<file path="src/rtl/mem_access_arbiter.sv">
// -----------------------------------------------------------------------------
// mem_access_arbiter
//
// Front-end for the single-port MemoryUnit (ROM + RAM). It arbitrates
// instruction fetches (if_*) and loads/stores (dm_*) round robin onto one
// WE/WD/ADDR port. It checks alignment and the address map, and returns read
// data or an error to whichever requester owns the transaction.
//
// Ports
//   clk, rst_n              clock (rising edge), synchronous active-low reset
//   if_req_i / if_addr_i    fetch request (read only) and its byte address
//   if_gnt_o                fetch accepted (combinational, IDLE only)
//   if_rvalid_o/_rdata_o/_err_o  fetch response, one-cycle pulse
//   dm_req_i/_we_i/_addr_i/_wdata_i  load/store request
//   dm_gnt_o                data request accepted (combinational, IDLE only)
//   dm_rvalid_o/_rdata_o/_err_o  data response, one-cycle pulse (loads and stores)
//   mem_we_o/_addr_o/_wd_o  to MemoryUnit WE_i / ADDR_i / WD_i
//   mem_rd_i                from MemoryUnit RD_o, RD_LAT cycles after ADDR
//
// Transaction timeline (grant cycle = 0):
//   error  : RESP in cycle 1, no memory activity
//   store  : ACCESS in cycle 1 (mem_we_o high), RESP in cycle 2
//   read   : ACCESS in cycle 1, WAIT for RD_LAT cycles, RESP in cycle 2+RD_LAT
// -----------------------------------------------------------------------------
module mem_access_arbiter #(
  parameter int unsigned            DATA_WIDTH = 32,
  parameter logic [DATA_WIDTH-1:0]  ROM_BASE   = 32'h0040_0000,
  parameter int unsigned            ROM_BYTES  = 256,
  parameter logic [DATA_WIDTH-1:0]  RAM_BASE   = 32'h1001_0000,
  parameter int unsigned            RAM_BYTES  = 256,
  parameter int unsigned            RD_LAT     = 1
) (
  input  logic                  clk,
  input  logic                  rst_n,
  input  logic                  if_req_i,
  input  logic [DATA_WIDTH-1:0] if_addr_i,
  output logic                  if_gnt_o,
  output logic                  if_rvalid_o,
  output logic [DATA_WIDTH-1:0] if_rdata_o,
  output logic                  if_err_o,
  input  logic                  dm_req_i,
  input  logic                  dm_we_i,
  input  logic [DATA_WIDTH-1:0] dm_addr_i,
  input  logic [DATA_WIDTH-1:0] dm_wdata_i,
  output logic                  dm_gnt_o,
  output logic                  dm_rvalid_o,
  output logic [DATA_WIDTH-1:0] dm_rdata_o,
  output logic                  dm_err_o,
  output logic                  mem_we_o,
  output logic [DATA_WIDTH-1:0] mem_addr_o,
  output logic [DATA_WIDTH-1:0] mem_wd_o,
  input  logic [DATA_WIDTH-1:0] mem_rd_i
);

  // Region ends are computed one bit wider so that a region touching the top
  // of the address space is representable and wrap-around can be detected.
  localparam logic [DATA_WIDTH:0] ROM_LO   = {1'b0, ROM_BASE};
  localparam logic [DATA_WIDTH:0] ROM_HI   = {1'b0, ROM_BASE} + (DATA_WIDTH+1)'(ROM_BYTES);
  localparam logic [DATA_WIDTH:0] RAM_LO   = {1'b0, RAM_BASE};
  localparam logic [DATA_WIDTH:0] RAM_HI   = {1'b0, RAM_BASE} + (DATA_WIDTH+1)'(RAM_BYTES);
  localparam logic [DATA_WIDTH:0] SPAN_TOP = {1'b1, {DATA_WIDTH{1'b0}}};
  // Last WAIT count value; unused when RD_LAT is 0 (WAIT is skipped).
  localparam logic [1:0]          LAT_LAST = 2'(RD_LAT - 32'd1);

  if ((ROM_HI > SPAN_TOP) || (RAM_HI > SPAN_TOP) || (RD_LAT > 32'd3) ||
      ((ROM_BYTES % 32'd4) != 32'd0) || ((RAM_BYTES % 32'd4) != 32'd0)) begin : g_param_check
    $error("mem_access_arbiter: illegal parameters (region wraps, size not word multiple, or RD_LAT > 3)");
  end

  typedef enum logic [1:0] {
    ST_IDLE   = 2'd0,
    ST_ACCESS = 2'd1,
    ST_WAIT   = 2'd2,
    ST_RESP   = 2'd3
  } state_e;

  state_e                state_q, state_d;
  logic                  owner_dm_q, owner_dm_d;   // 1 = data port owns the transaction
  logic                  store_q, store_d;
  logic [1:0]            cnt_q, cnt_d;
  logic                  last_dm_q, last_dm_d;     // 1 = data port was granted last
  logic                  mem_we_q, mem_we_d;
  logic [DATA_WIDTH-1:0] mem_addr_q, mem_addr_d;
  logic [DATA_WIDTH-1:0] mem_wd_q, mem_wd_d;
  logic                  if_rvalid_q, if_rvalid_d;
  logic                  if_err_q, if_err_d;
  logic [DATA_WIDTH-1:0] if_rdata_q, if_rdata_d;
  logic                  dm_rvalid_q, dm_rvalid_d;
  logic                  dm_err_q, dm_err_d;
  logic [DATA_WIDTH-1:0] dm_rdata_q, dm_rdata_d;

  logic                  if_gnt_s, dm_gnt_s;
  logic                  sel_dm_s;
  logic [DATA_WIDTH-1:0] req_addr_s;
  logic                  req_we_s;
  logic                  in_rom_s, in_ram_s;
  logic                  req_err_s;
  logic                  resp_s, resp_err_s, resp_rd_s, resp_dm_s;

  // Candidate selection and address checks for the request that would be granted now.
  always_comb begin
    // On a tie the port that was not granted last wins.
    sel_dm_s   = dm_req_i && (!if_req_i || !last_dm_q);
    req_addr_s = sel_dm_s ? dm_addr_i : if_addr_i;
    req_we_s   = sel_dm_s && dm_we_i;
    in_rom_s   = ({1'b0, req_addr_s} >= ROM_LO) && ({1'b0, req_addr_s} < ROM_HI);
    in_ram_s   = ({1'b0, req_addr_s} >= RAM_LO) && ({1'b0, req_addr_s} < RAM_HI);
    req_err_s  = (req_addr_s[1:0] != 2'b00) || (!in_rom_s && !in_ram_s) ||
                 (req_we_s && in_rom_s);
  end

  // Next-state, grant and response generation.
  always_comb begin
    state_d     = state_q;
    owner_dm_d  = owner_dm_q;
    store_d     = store_q;
    cnt_d       = cnt_q;
    last_dm_d   = last_dm_q;
    mem_we_d    = 1'b0;
    mem_addr_d  = mem_addr_q;
    mem_wd_d    = mem_wd_q;
    if_rvalid_d = 1'b0;
    if_err_d    = 1'b0;
    if_rdata_d  = '0;
    dm_rvalid_d = 1'b0;
    dm_err_d    = 1'b0;
    dm_rdata_d  = '0;
    if_gnt_s    = 1'b0;
    dm_gnt_s    = 1'b0;
    resp_s      = 1'b0;
    resp_err_s  = 1'b0;
    resp_rd_s   = 1'b0;
    resp_dm_s   = owner_dm_q;

    case (state_q)
      ST_IDLE: begin
        // Grants are suppressed while reset is asserted so every output reads 0.
        if (rst_n && (if_req_i || dm_req_i)) begin
          if_gnt_s   = !sel_dm_s;
          dm_gnt_s   = sel_dm_s;
          last_dm_d  = sel_dm_s;
          owner_dm_d = sel_dm_s;
          if (req_err_s) begin
            // Faulty requests never touch the memory port.
            state_d    = ST_RESP;
            resp_s     = 1'b1;
            resp_err_s = 1'b1;
            resp_dm_s  = sel_dm_s;
          end else begin
            state_d    = ST_ACCESS;
            store_d    = req_we_s;
            mem_addr_d = req_addr_s;
            mem_we_d   = req_we_s;
            if (req_we_s) begin
              mem_wd_d = dm_wdata_i;
            end else begin
              mem_wd_d = mem_wd_q;
            end
          end
        end else begin
          state_d = ST_IDLE;
        end
      end
      ST_ACCESS: begin
        if (store_q) begin
          state_d = ST_RESP;
          resp_s  = 1'b1;
        end else if (RD_LAT == 32'd0) begin
          state_d   = ST_RESP;
          resp_s    = 1'b1;
          resp_rd_s = 1'b1;
        end else begin
          state_d = ST_WAIT;
          cnt_d   = 2'd0;
        end
      end
      ST_WAIT: begin
        if (cnt_q == LAT_LAST) begin
          state_d   = ST_RESP;
          resp_s    = 1'b1;
          resp_rd_s = 1'b1;
        end else begin
          cnt_d = cnt_q + 2'd1;
        end
      end
      ST_RESP: begin
        state_d = ST_IDLE;
      end
      default: begin
        state_d = ST_IDLE;
      end
    endcase

    // Route the response registers to the owning requester only.
    if (resp_s) begin
      if (resp_dm_s) begin
        dm_rvalid_d = 1'b1;
        dm_err_d    = resp_err_s;
        dm_rdata_d  = resp_rd_s ? mem_rd_i : '0;
      end else begin
        if_rvalid_d = 1'b1;
        if_err_d    = resp_err_s;
        if_rdata_d  = resp_rd_s ? mem_rd_i : '0;
      end
    end else begin
      dm_rvalid_d = 1'b0;
      if_rvalid_d = 1'b0;
    end
  end

  // State and output registers with synchronous active-low reset.
  always_ff @(posedge clk) begin
    if (!rst_n) begin
      state_q     <= ST_IDLE;
      owner_dm_q  <= 1'b0;
      store_q     <= 1'b0;
      cnt_q       <= 2'd0;
      last_dm_q   <= 1'b0;
      mem_we_q    <= 1'b0;
      mem_addr_q  <= '0;
      mem_wd_q    <= '0;
      if_rvalid_q <= 1'b0;
      if_err_q    <= 1'b0;
      if_rdata_q  <= '0;
      dm_rvalid_q <= 1'b0;
      dm_err_q    <= 1'b0;
      dm_rdata_q  <= '0;
    end else begin
      state_q     <= state_d;
      owner_dm_q  <= owner_dm_d;
      store_q     <= store_d;
      cnt_q       <= cnt_d;
      last_dm_q   <= last_dm_d;
      mem_we_q    <= mem_we_d;
      mem_addr_q  <= mem_addr_d;
      mem_wd_q    <= mem_wd_d;
      if_rvalid_q <= if_rvalid_d;
      if_err_q    <= if_err_d;
      if_rdata_q  <= if_rdata_d;
      dm_rvalid_q <= dm_rvalid_d;
      dm_err_q    <= dm_err_d;
      dm_rdata_q  <= dm_rdata_d;
    end
  end

  assign if_gnt_o    = if_gnt_s;
  assign dm_gnt_o    = dm_gnt_s;
  assign if_rvalid_o = if_rvalid_q;
  assign if_err_o    = if_err_q;
  assign if_rdata_o  = if_rdata_q;
  assign dm_rvalid_o = dm_rvalid_q;
  assign dm_err_o    = dm_err_q;
  assign dm_rdata_o  = dm_rdata_q;
  assign mem_we_o    = mem_we_q;
  assign mem_addr_o  = mem_addr_q;
  assign mem_wd_o    = mem_wd_q;

endmodule
</file>
<file path="config.mk">
export PLATFORM = sky130hd
export DESIGN_NAME = mem_access_arbiter
export DESIGN_NICKNAME = d
export VERILOG_FILES = /design/src/rtl/mem_access_arbiter.sv
export SDC_FILE = /design/constraint.sdc
export NUM_CORES = 1
export LEC_CHECK = 0
export CORE_MARGIN = 2
export CORE_UTILIZATION = 35
export CTS_CLUSTER_DIAMETER = 50
export CTS_CLUSTER_SIZE = 16
export DETAILED_ROUTE_END_ITERATION = 10
export GPL_TIMING_DRIVEN = 0
export PLACE_DENSITY = 0.72
export REMOVE_ABC_BUFFERS = 1
export SLEW_MARGIN = 40
export SYNTH_ARGS = -nofsm -noshare
export SYNTH_HDL_FRONTEND = slang
export SYNTH_SLANG_ARGS = --single-unit
</file>
<file path="constraint.sdc">
create_clock -name clk -period 2.65 [get_ports clk]
set_input_delay 0.53 -clock clk [delete_from_list [all_inputs] [get_ports clk]]
set_output_delay 0.53 -clock clk [all_outputs]
set_load 0.02 [all_outputs]
</file>
After elaboration in Yosys (flattened, before gate mapping)
Index checks and enable logic that the tools add are counted.

Output and inout port bits: 135. Bits of input ports: 133. Register bits: 139. Logic and storage cells: 83.

Equal/unequal tests: 6. Mux-type cells: 26. Bitwise operators: 5. $lt $le $gt $ge: 4. Reductions and logical operators: 28. Add/subtract/negate cells: 1.

Operators with widths (number): $mux W32 (2); $ge A32 B23 Y1 const B (1); $ge A32 B29 Y1 const B (1); $lt A32 B23 Y1 const B (1); $lt A32 B29 Y1 const B (1); $mux W1 (16); $mux W2 (5); $reduce_and A3 Y1 (3); $pmux W2 S4 (1); $logic_and A1 B1 Y1 (7); $ne A2 B2 Y1 const B (3); $logic_not A1 Y1 (5); $not A1 Y1 (5); $eq A2 B2 Y1 const B (2); $logic_not A2 Y1 (2); $logic_or A1 B1 Y1 (4); $pmux W2 S2 (1); $reduce_and A2 Y1 (2); $reduce_and A4 Y1 (1); $reduce_bool A2 Y1 (2); $reduce_or A4 Y1 (1); $pmux W1 S3 (1); $reduce_or A3 Y1 (1); $add A2 B1 Y2 const B (1); $eq A2 B1 Y1 const B (1).

Longest topological paths before layout
Depth after elaboration: 15. Mapped depth: 9. Mapped depth without buffers: 7.

Worst setup path after synthesis
Ideal clock, no wire load.

Path type: input to register. Start point: in rst_n. End point: reg mem_wd_q[3], in the netlist mem_wd_o[3]. Cell stages on the path: 8. Arrival: 2.143 ns. Buffers on the path: 3. Data required time: 2.517 ns. Setup slack: 0.374 ns. Setup time: 0.133 ns. Path through: clkbuf_1 -> o211a_1 -> and2_1 -> clkbuf_1 -> nand2_1 -> clkbuf_1 -> o31ai_1 -> a21oi_1.

Longest elaborated chain between the ends: 2.

Ends and longest elaborated chain: start, declared (RTL line 34) `input logic rst_n,`; $logic_and A1 B1 Y1 (RTL line 138) `if (rst_n && (if_req_i || dm_req_i)) begin`; $reduce_and A4 Y1 (no source line); end signal, assigned (RTL line 236) `mem_wd_q <= mem_wd_d;`; end, declared (RTL line 84) `logic [DATA_WIDTH-1:0] mem_wd_q, mem_wd_d;`.

Several ways; a longest one is shown, not always the timed one. A chain may end at the register's enable or synchronous reset.

Worst setup path after layout
Start point: in dm_req_i. End point: reg if_rdata_q[3], in the netlist if_rdata_o[3].

Longest elaborated chain between the ends: 13. Elaborated cells between the ends (all ways): 26. Those cells by class: 4 x order compare; 7 x mux; 1 x bitwise; 14 x reduce/logical.

Ends and longest elaborated chain: start, declared (RTL line 41) `input logic dm_req_i,`; $logic_and A1 B1 Y1 (RTL line 103) `sel_dm_s = dm_req_i && (!if_req_i || !last_dm_q);`; $mux W32 (RTL line 104) `req_addr_s = sel_dm_s ? dm_addr_i : if_addr_i;`; $ge A32 B23 Y1, or another cell as far along (RTL line 106) `in_rom_s = ({1'b0, req_addr_s} >= ROM_LO) && ({1'b0, req_addr_s} < ROM_HI);`; $logic_and A1 B1 Y1, on equally long branches (RTL line 106, 107); $logic_not A1 Y1 (RTL line 108) `req_err_s = (req_addr_s[1:0] != 2'b00) || (!in_rom_s && !in_ram_s) ||`; $logic_and A1 B1 Y1 (RTL line 108); $logic_or A1 B1 Y1 (2 in a row) (RTL line 108); $mux W1 (RTL line 143) `if (req_err_s) begin`; $mux W1 (RTL line 138); $pmux W1 S3 (RTL line 135) `case (state_q)`; $not A1 Y1 (no source line); $reduce_or A3 Y1 (no source line) (*); end signal, assigned (RTL line 239) `if_rdata_q <= if_rdata_d;`; end, declared (RTL line 87) `logic [DATA_WIDTH-1:0] if_rdata_q, if_rdata_d;`.

Mark *: on every way between the ends. The rest lies on a longest branch, timed or not.

==> impl_metrics.yaml <==
cts:
  cts_max_path_buffers: 2
  htree_num_levels: 4
  clock_insertion_delay_worst_skew_ns: 0.41
  path_clk_slew_ns: 0.06
  number_of_clock_sinks: 139
  tritoncts_clock_tree: "yes"
  cts_inserted_buffers: 17
  post_cts_hold_buffer_count: 0
  clockRootBuffer: "sky130_fd_sc_hd__clkbuf_16"
floorplan:
  core_area_um2: 14400
  num_io_pins: 268
  placementRows: 44
  chipWidth_um: 125
  starting_density_of_the_core: 0.355
  floorplan.die_area_um2: 15600
  fp.dieH_um: 125
logic_synthesis:
  xor_xnor_share_of_the_synthesized_area: 0
  synth-compound-area-share: 0.186
  postSynthRegisterBits: 139
  synth.area.mux_share: 0.0200
  synthAdderAreaFrac: 0.0147
  post_synth_and_or_nand_nor_area_fraction: 0.177
  synth_area_um2: 5120
  synth.distinct_cells: 46
  dominantRegCellSynth: "sky130_fd_sc_hd__dfxtp_1"
  synthesis.yosys.warnings: 0
  seq_area_frac_synth: 0.544
  yosys.area.top_type_share: 0.544
  syn-mean-instance-area_um2: 9.77
  synth_edf_count: 0
  synth_top_family_by_area: "compound AO/OA/AOI/OAI gates"
  synthesis.instances: 524
  synth_area_leaders: "sky130_fd_sc_hd__dfxtp_1 54%, sky130_fd_sc_hd__a21oi_1 6.7%, sky130_fd_sc_hd__o31ai_1 4.8%, sky130_fd_sc_hd__nand4_1 4.2%, sky130_fd_sc_hd__nor3_1 3.3%"
  netlist.top_cell.by_area: "sky130_fd_sc_hd__dfxtp_1"
  synth_async_sr_flop_share: 0
sta:
  grt_setup_unrepaired: "no"
  finalMaxSlewViolations: 0
  report.final.setup_viol: 0
  fmaxAchievable_mhz: 386
  hold_viol_final: 0
  timing.hold.ws_ns: 0.456
  slew_headroom: 0.567
  worstMarginPinSlew_ns: 0.647
  finalClockSkew_ns: 0.00816
  post-route-worst-setup-slack_ns: 0.0581
  fin_crit_ns: 2.59
  finalCritPeriodShare: 0.978
worst_setup_path:
  cp_data_arrival_time_ns: 2.90
  critical_path_max_stage_delay_ns: 0.50
  worst_path_dominant_cell_family: "buffers and inverters"
  buffers_inverters_on_critical_path: 4
  endpoint_kind_of_the_worst_setup_timing_path: "flop"
  timing.critical_path.from_type: "primary input"
  required_arrival_time_at_the_worst_endpoint_ns: 2.96
  critical-path-top-cell-by-count: "sky130_fd_sc_hd__a21boi_4"
  worst-path-max-fanout: 17
  path_cells: "clkdlybuf4s50_1 > a21boi_4 > buf_4 > or4_4 > o32ai_4 > buf_12 > a21boi_4 > buf_16 > nor3_1"
  r2r_slack_ns: 0.10
  criticalPathCategory: "primary input to flop"
  crit-reg2reg-capture: "if_rdata_o[3]"
  crit_path_top_delay_cell: "sky130_fd_sc_hd__or4_4"
  timing.reg2reg.worst_path_depth: 8
  r2r-start: "last_dm_q"
layout:
  nets: 928
  area_delta_synth_final_pct: 71.5
  final_layout_size_suffix_gt1_frac: 0.104
  diode_insertion_count_for_antenna_repair: 0
  fin_cells: 985
  final_util: 0.608
global_routing:
  antenna_found_initial: 0
  grt_pass1_vias: 5146
  grt_usage: 0.219
  grt_overflow_total: 0
  grt_start_max_net_pins: 44
  grt_first_pass_wirelength_mm: 27.6
placement:
  portBuffers: 267
  worst_slack_after_detailed_placement_ns: -0.853
  detailed_place_hpwl_mm: 11.8
  place.gp.congestion: 0.772
  numPlacedInstances: 934
power:
  power-per-cell-area_nw_per_um2: 582
  total_power_mw: 5.10
  leakage_nw: 3.14
  ir_worst_vdd_v: 0.000392
drt:
  routed_via_density: 5.31
  detail_routed_net_length_per_standard_cell_um: 18.5
  detailroute.via_count: 5227
  first_iter_violations: 281
  post_route_drc: 0
  ant_nets: 0
  postRouteWirelength_mm: 18.2
  drt-pass1-iter-count: 5
job:
  max_cap_viol_count: 0
status:
  run_status: "complete, no violations"
hold_path:
  hp-start: "mem_addr_o[23]"
  min_delay_path_depth: 1
  hold_path_class: "flop to flop"
  hold-path-endpoint: "mem_addr_o[23]"
[sequential cells by signal, summed over array words and instances, names as in the netlist]
signal and cells:
if_rvalid_o 1, if_err_o 1, cnt_q 2, mem_addr_o 32, if_rdata_o 32, last_dm_q 1
mem_wd_o 32, dm_rdata_o 32, dm_err_o 1, state_q 2, store_q 1, mem_we_o 1
dm_rvalid_o 1
[worst max path at each step]
stage,startpoint,slack [ns],cells after the start,endpoint
after floorplan,dm_req_i,-0.38,5,mem_addr_o[0]
after global placement,dm_req_i,-2.10,6,dm_rdata_o[29]
after detailed placement,if_req_i,-0.85,7,dm_rvalid_o
after CTS,if_req_i,0.02,8,dm_rvalid_o
after global routing,dm_req_i,0.002,9,if_rdata_o[3]
final,dm_req_i,0.06,9,if_rdata_o[3]
[report_power, final]
part	switching [mW]	total [mW]	internal [mW]	leakage, nW
Clock	0.919	2.40	1.48	0.288
Sequential	0.0148	2.13	2.12	1.12
Combinational	0.262	0.567	0.305	1.73
Total	1.20	5.10	3.91	3.14
[layer usage]
layer  share of wire  track usage  vias up
li1                -            -     2462
met4           0.020       0.0706        0
met2            0.51        0.383      219
met5               0            0        -
met3           0.061       0.0567       24
met1            0.41        0.265     2522
[cell families after synthesis]
group | Yosys count
compound gates | 142
fa+ha+maj | 6
buf+inv | 57
flops | 139
mux | 10
simple gates | 170
[per-stage QoR]
| stage | area (µm²) | setup TNS (ns) |
|---|---|---|
| 2_1_floorplan | 4840 | -29.80 |
| 3_3_place_gp | 7740 | -212.96 |
| 3_5_place_dp | 7950 | -89.40 |
| 4_1_cts | 8670 | 0 |
| 5_1_grt | 8770 | 0 |
| 6_report | 8770 | 0 |
[cell type report]
class	instances	area, µm²
sequential	139	2780
clock inverter	13	166
inverter	7	27.5
timing repair buffer	293	2990
tap	184	230
clock buffer	18	429
multi-input combinational	331	2150
fill	1197	5650
[cell usage in the layout (no fill, tap or decap), drive strengths merged, types with 3 or more instances in the layout]
cell type	instances
a211oi	8
and2	25
dlygate4sd2	3
bufinv	3
clkdlybuf4s50	263
a31oi	9
clkbuf	18
nand2	42
nor3	34
dfxtp	139
o221a	3
o21ai	6
buf	26
clkinv	6
inv	9
nor2	13
and4	3
nand4	34
mux2i	8
o31ai	33
a21oi	68
nor4	8
ha	6
[synthesized netlist by cell type, types with 2 or more instances]
library cell               number
sky130_fd_sc_hd__a211oi_1       8
sky130_fd_sc_hd__a21oi_1       68
sky130_fd_sc_hd__a22oi_1        2
sky130_fd_sc_hd__a31oi_1        9
sky130_fd_sc_hd__and2_1        25
sky130_fd_sc_hd__and3_1         2
sky130_fd_sc_hd__and3b_1        2
sky130_fd_sc_hd__and4_1         2
sky130_fd_sc_hd__buf_2         11
sky130_fd_sc_hd__buf_4          4
sky130_fd_sc_hd__buf_6          8
sky130_fd_sc_hd__clkbuf_1      26
sky130_fd_sc_hd__dfxtp_1      139
sky130_fd_sc_hd__ha_1           6
sky130_fd_sc_hd__inv_1          6
sky130_fd_sc_hd__mux2_2         2
sky130_fd_sc_hd__mux2i_1        8
sky130_fd_sc_hd__nand2_1       42
sky130_fd_sc_hd__nand2b_1       2
sky130_fd_sc_hd__nand4_1       34
sky130_fd_sc_hd__nor2_1        13
sky130_fd_sc_hd__nor3_1        34
sky130_fd_sc_hd__nor4_1         8
sky130_fd_sc_hd__o21a_1         2
sky130_fd_sc_hd__o21ai_0        5
sky130_fd_sc_hd__o221a_2        3
sky130_fd_sc_hd__o31ai_1       33
sky130_fd_sc_hd__o32ai_4        2
[what timing repair did]
action                     CTS  global route
pin swaps                    4             5
cloned                       1             2
resized for setup           10             3
buffers inserted             8             9
setup endpoints to repair  134           101
No activity file was read; power rests on OpenSTA's default activity.
==> patch 1: new RTL, same settings <==
The parameter `DATA_WIDTH` goes from 32 to 64.
--- a/src/rtl/mem_access_arbiter.sv
+++ b/src/rtl/mem_access_arbiter.sv
@@ -23,7 +23,7 @@
 //   read   : ACCESS in cycle 1, WAIT for RD_LAT cycles, RESP in cycle 2+RD_LAT
 // -----------------------------------------------------------------------------
 module mem_access_arbiter #(
-  parameter int unsigned            DATA_WIDTH = 32,
+  parameter int unsigned            DATA_WIDTH = 64,
   parameter logic [DATA_WIDTH-1:0]  ROM_BASE   = 32'h0040_0000,
   parameter int unsigned            ROM_BYTES  = 256,
   parameter logic [DATA_WIDTH-1:0]  RAM_BASE   = 32'h1001_0000,
Interface: changed (8 resized); port bits go from 268 to 524. No check against the original RTL was run, so the function may have changed too.
==> patch 1 against the original RTL <==
  * Area after synthesis is 81% higher
  * Setup slack worse by 0.0056 ns
  * Via count grew 59%
  * Fmax is 0.22% lower
  * Total power rose by 89%
  * Sequential cell count up 128
  * Routed wire length increased by 91%
  * Final area grew 85%
==> patch 1: results (changes against the original RTL) <==
* Result of the run: complete, no violations
- The sequential fraction of the synthesis area is 0.578 (+0.0338).
- Max H-tree Level: 1 (-3)
- In the post-synthesis netlist, the biggest area contributors are sky130_fd_sc_hd__dfxtp_1 (58%), sky130_fd_sc_hd__mux2i_1 (7.6%), sky130_fd_sc_hd__nor3_2 (5.3%).
- In this run the critical register-to-register path is launched from state_q[1]$_SDFFE_PN0P_.
- The instance area at placement came to 15,000 µm² (+88%).
- The share of Yosys cell area claimed by the top area cell type came to 0.578 (+0.0338).
- Arrival time of the worst setup path: 3.04 ns (+0.14 ns)
* RD Place Congestion: 0.849 (+9.9%)
- Worst Path Max Fanout: 13 (-4)
* Clock transition at the registers of the reported paths: 0.07 ns
- The worst slack after detailed placement is -1.17 ns (-0.316 ns).
- Max stage delay on crit path: 0.44 ns (-0.06 ns)
- Share of cells above drive strength 1: 0.123 (+0.0199)
- Worst setup path startpoint: dm_addr_i[40]
- The total number of yosys warnings was 0 (unchanged).
* DRT Pass-1 Iters: 5 (unchanged)
- Global-route track usage on met3: 0.0765 (+0.0198)
* Worst clock skew: 0.0207 ns (+0.0125 ns)
* Detailed-routed wire length on met2: 17,000 µm (+83%)
- The met2 global-route usage came to 0.411 (+0.0282).
- The tree is rooted in a sky130_fd_sc_hd__clkbuf_16.
- Broken down by cell family, the worst path's largest delay share belongs to buffers and inverters.
* Cell variety after synth: 47 (+2.2%)
* Highest-delay cell along the critical path: sky130_fd_sc_hd__or3_4
* Overall via count from detail_route: 8,323 (+59%)
- Met1 layer usage reported by global route: 0.268 (+0.00350)
* Total Routing Usage GR: 0.235 (+0.0154)
- Hold path startpoint: mem_addr_o[16]$_SDFFE_PN0P_
- Most common library cells after synthesis: sky130_fd_sc_hd__dfxtp_1 (267), sky130_fd_sc_hd__nand2_1 (75), sky130_fd_sc_hd__mux2i_1 (70)
- The worst slew margin relative to its limit was 0.627 (+0.0604).
- The instance count after placement with tap cells included was 1,668 (+79%).
- The final non-filler cell total is 1,747 (+77%).
* Via count of the first global-routing pass: 8,401 (+63%)
* Pin count of the biggest net entering global routing: 79 (+80%)
- Buffers from clock root to sink, at most: 3 (+1)
* Share of flip-flops with an asynchronous set or reset after synthesis: 0 (unchanged)
* Dpl hpwl: 25,700 µm (+120%)
* Clock insertion delay at the later pin of the skew report: 0.56 ns (+0.15 ns)
* Routed length on met3: 3020 µm (+170%)
* Detail-routed net length per standard cell: 19.9 µm (+7.8%)
* Highest metal layer used by the detailed router: met5
* Initial antenna violation count: 4 (+4)
* Maximum ir drop on the vdd rail: 0.517 mV (+32%)
- Most used DFF post-synth: sky130_fd_sc_hd__dfxtp_1
- The first-iteration detailed-routing DRC count was 505 (+80%).
* Type of the worst min-delay path: register to register
* Clock buffers created by TritonCTS: 30 (+13)
- The leakage power came to 6.44 nW (+110%).
* First-pass GRT wire length: 50,800 µm (+84%)
- The routed metal-1 wirelength is 13,500 µm (+82%).
- The number of port buffers is 523 (+96%).
- The synthesized instance count came to 854 (+63%).
patch 1: cell count changes after synthesis, sizes merged, moves of 20 or more:
cell / change
dfxtp: +128
nor2b: +67
mux2i: +62
and3: +53
nor3: +34
nand2: +33
o31ai: -32
nand4: -26
and2: -20
patch 1: what timing repair did:
action | CTS | global route
gates cloned | 0 | 2
pin swaps | 16 | 8
gates resized for setup | 28 | 8
hold buffers | 0 | 0
setup endpoints to repair | 157 | 47
setup buffers | 13 | 8
patch 1: power breakdown:
part           internal, mW  total (mW)  leakage (nW)  switching [mW]
sequential             4.07        4.10          2.15          0.0233
combinational         0.767        1.46          3.83           0.690
clock                  2.18        4.08         0.466            1.89
total                  7.02        9.63          6.44            2.61
patch 1: cell families after synthesis:
| family | count (synthesis) | synth area share |
|---|---|---|
| buf+inv | 72 | 0.0499 |
| fa+ha+maj | 6 | 0.00811 |
| mux | 70 | 0.0757 |
| simple gates | 339 | 0.226 |
| compound gates | 100 | 0.0623 |
| flops | 267 | 0.578 |
patch 1: final cells by class:
cell class	instances	area (µm²)
Timing Repair Buffer	565	5810
Clock buffer	32	758
Multi-Input combinational cell	516	3610
Inverter	6	22.5
Antenna cell	3	7.51
Tap cell	335	419
Clock inverter	23	238
Sequential cell	267	5350
Fill cell	2132	9770
patch 1: final timing paths:
check	to	slack, ns	cells past startpoint
worst min-delay path	mem_addr_o[16]$_SDFFE_PN0P_	0.46	1
worst min register to register	mem_addr_o[16]$_SDFFE_PN0P_	0.46	1
worst max register to register	mem_addr_o[22]$_SDFFE_PN0P_	0.21	9
worst max-delay path	if_rdata_o[7]$_SDFF_PP0_	0.05	11
==> patch 2: new RTL, config.mk and constraints unchanged <==
Without the edit above. Encoding of `state_e`: now one-hot (4 bits for 4 states).
--- a/src/rtl/mem_access_arbiter.sv
+++ b/src/rtl/mem_access_arbiter.sv
@@ -67,11 +67,11 @@
     $error("mem_access_arbiter: illegal parameters (region wraps, size not word multiple, or RD_LAT > 3)");
   end
 
-  typedef enum logic [1:0] {
-    ST_IDLE   = 2'd0,
-    ST_ACCESS = 2'd1,
-    ST_WAIT   = 2'd2,
-    ST_RESP   = 2'd3
+  typedef enum logic [3:0] {
+    ST_IDLE   = 4'b0001,
+    ST_ACCESS = 4'b0010,
+    ST_WAIT   = 4'b0100,
+    ST_RESP   = 4'b1000
   } state_e;
 
   state_e                state_q, state_d;
Formal check against the unedited RTL: no difference found for any inputs over 4 cycles, from zero or initial values and one cycle with rst_n low; so few cycles prove little.
==> patch 2 against the original RTL <==
  * Area after synthesis decreased by 1.1%
  * Setup slack improved by 0.0025 ns
  * Largest cell class unchanged
  * Critical path depth is 4 lower
  * Highest routed layer unchanged
  * Sequential cell count is 2 higher
  * Final area fell by 1.3%
  * Routed wire length fell by 11%
  * Hold slack lost 0.0037 ns
  * Total power shrank 2.2%
==> patch 2: results (changes against the original RTL) <==
- The weighted congestion at the end of routability-driven global placement is 0.758 (-1.8%).
* Share of total power in combinational logic: 0.084 (-0.027)
* Overall via count from detail_route: 4,772 (-8.7%)
- Share of cells above drive strength 1: 0.102 (-0.00197)
- Result of the run: complete, no violations
- First-pass GRT wire length: 25,400 µm (-7.9%)
- Largest cells by area after synthesis: sky130_fd_sc_hd__dfxtp_1 (56%), sky130_fd_sc_hd__nand2_1 (8.4%), sky130_fd_sc_hd__mux2i_1 (6.5%)
- Number of inserted filler cells in the final layout: 1,183 (-1.2%)
* Most common library cells after synthesis: sky130_fd_sc_hd__dfxtp_1 (141), sky130_fd_sc_hd__nand2_1 (113), sky130_fd_sc_hd__a21oi_1 (36)
* Number of design-rule violations left by the first detailed-router iteration: 221 (-21%)
* Pin count of the biggest net entering global routing: 36 (-18%)
- The peak supply drop was 0.433 mV (+10%).
* DRT Pass-1 Iters: 4 (-1)
* Via count of the first global-routing pass: 4,932 (-4.2%)
- The number of distinct standard cells referenced by the synthesized netlist was 49 (+6.5%).
- Mean instance size in the synthesized netlist: 9.88 µm² (+1.2%)
- Non-Filler Instances: 967 (-1.8%)
- Total Routed Length: 16,100 µm (-11%)
- The net switching component of the power was 1.09 mW (-9.2%).
- Placed Cells incl. Taps: 926 (-0.86%)
- The half-perimeter wire length of the detailed placement result was 11,700 µm (-1.3%).
- The leakage power was 3.05 nW (-2.7%).
* Least-Margin Pin Slew: 0.788 ns (+0.141 ns)
* Total Routing Usage GR: 0.207 (-0.0121)
- The sequential fraction of the synthesis area came to 0.558 (+0.0141).
- The final worst clock skew is 0.00944 ns (+0.00128 ns).
- The sequential cell fraction of total power came to 0.427 (+0.009).
* Worst Path Max Fanout: 4 (-13)
- Placed cell areas: 7900 µm² (-0.54%)
## patch 2: changes by cell type after synthesis, moves of 4 or more
cell                        delta
sky130_fd_sc_hd__nor3_1       -28
sky130_fd_sc_hd__nand4_1      -31
sky130_fd_sc_hd__a311oi_1      +6
sky130_fd_sc_hd__mux2i_1      +25
sky130_fd_sc_hd__o31ai_1      -33
sky130_fd_sc_hd__buf_6         -4
sky130_fd_sc_hd__a211oi_1     +20
sky130_fd_sc_hd__a2111oi_2     +7
sky130_fd_sc_hd__ha_1          -5
sky130_fd_sc_hd__a21oi_1      -32
sky130_fd_sc_hd__nand2_1      +71
## patch 2: path summary, 6_finish.rpt
check / to / from / cells past startpoint / slack, ns
min: store_q$_SDFFE_PN0P_ / store_q$_SDFFE_PN0P_ / 1 / 0.45
max reg2reg: dm_rdata_o[5]$_SDFF_PN0_ / state_q[2]$_SDFFE_PN0P_ / 4 / 0.30
min reg2reg: store_q$_SDFFE_PN0P_ / store_q$_SDFFE_PN0P_ / 1 / 0.45
max: if_gnt_o / if_req_i / 5 / 0.06
## patch 2: critical path, stage by stage
cell and delay [ns]:
sky130_fd_sc_hd__clkdlybuf4s50_1 0.56, sky130_fd_sc_hd__nor2_1 0.11, sky130_fd_sc_hd__or4_4 0.46, sky130_fd_sc_hd__nor2_1 0.11, sky130_fd_sc_hd__clkdlybuf4s15_2 0.28
## patch 2: layer usage
metal  global-route usage  wire, µm
met1                0.220      6190
met2                0.375      8400
met3               0.0491       854
met4                0.115       695
met5                    0         0
## patch 2: cells by family (layout without fill, tap and decap cells)
logic type / Yosys count / count (layout) / synth area share
AOI/OAI and AO/OA: 105 / 105 / 0.156
DFF: 141 / 141 / 0.558
buffers and inverters: 45 / 320 / 0.0420
adders and majority gates: 1 / 1 / 0.00247
and+or+nand+nor: 185 / 185 / 0.173
muxes: 33 / 33 / 0.0653
xor gates and xnor gates: 2 / 2 / 0.00346
## patch 2: timing repair
item,in CTS,in global routing
pin swaps,4,1
setup endpoints to repair,112,34
cloned,1,0
setup buffers,7,2
resized for setup,8,5
hold buffers,0,0
endpoints found under the hold margin,0,0
## patch 2: area by class of cell
cell class	instances	area, µm²	area share
Tap cell	180	225	0.0260
Sequential cell	141	2820	0.326
Clock inverter	13	165	0.0191
Multi-Input combinational cell	326	2100	0.243
Clock buffer	19	453	0.0523
Timing Repair Buffer	283	2870	0.332
Inverter	5	18.8	0.00217
## patch 2: through the flow
step,hold slack [ns],power (mW),setup slack [ns],utilization
after floorplan,0.419,2.29,-1.18,-
after global placement,0.436,2.54,-4.44,0.555
after detailed placement,0.443,2.57,-1.20,0.565
after CTS,0.448,5.03,-0.0110,0.617
after global routing,0.456,5.16,-0.0140,0.619
final,0.452,4.99,0.0606,0.619
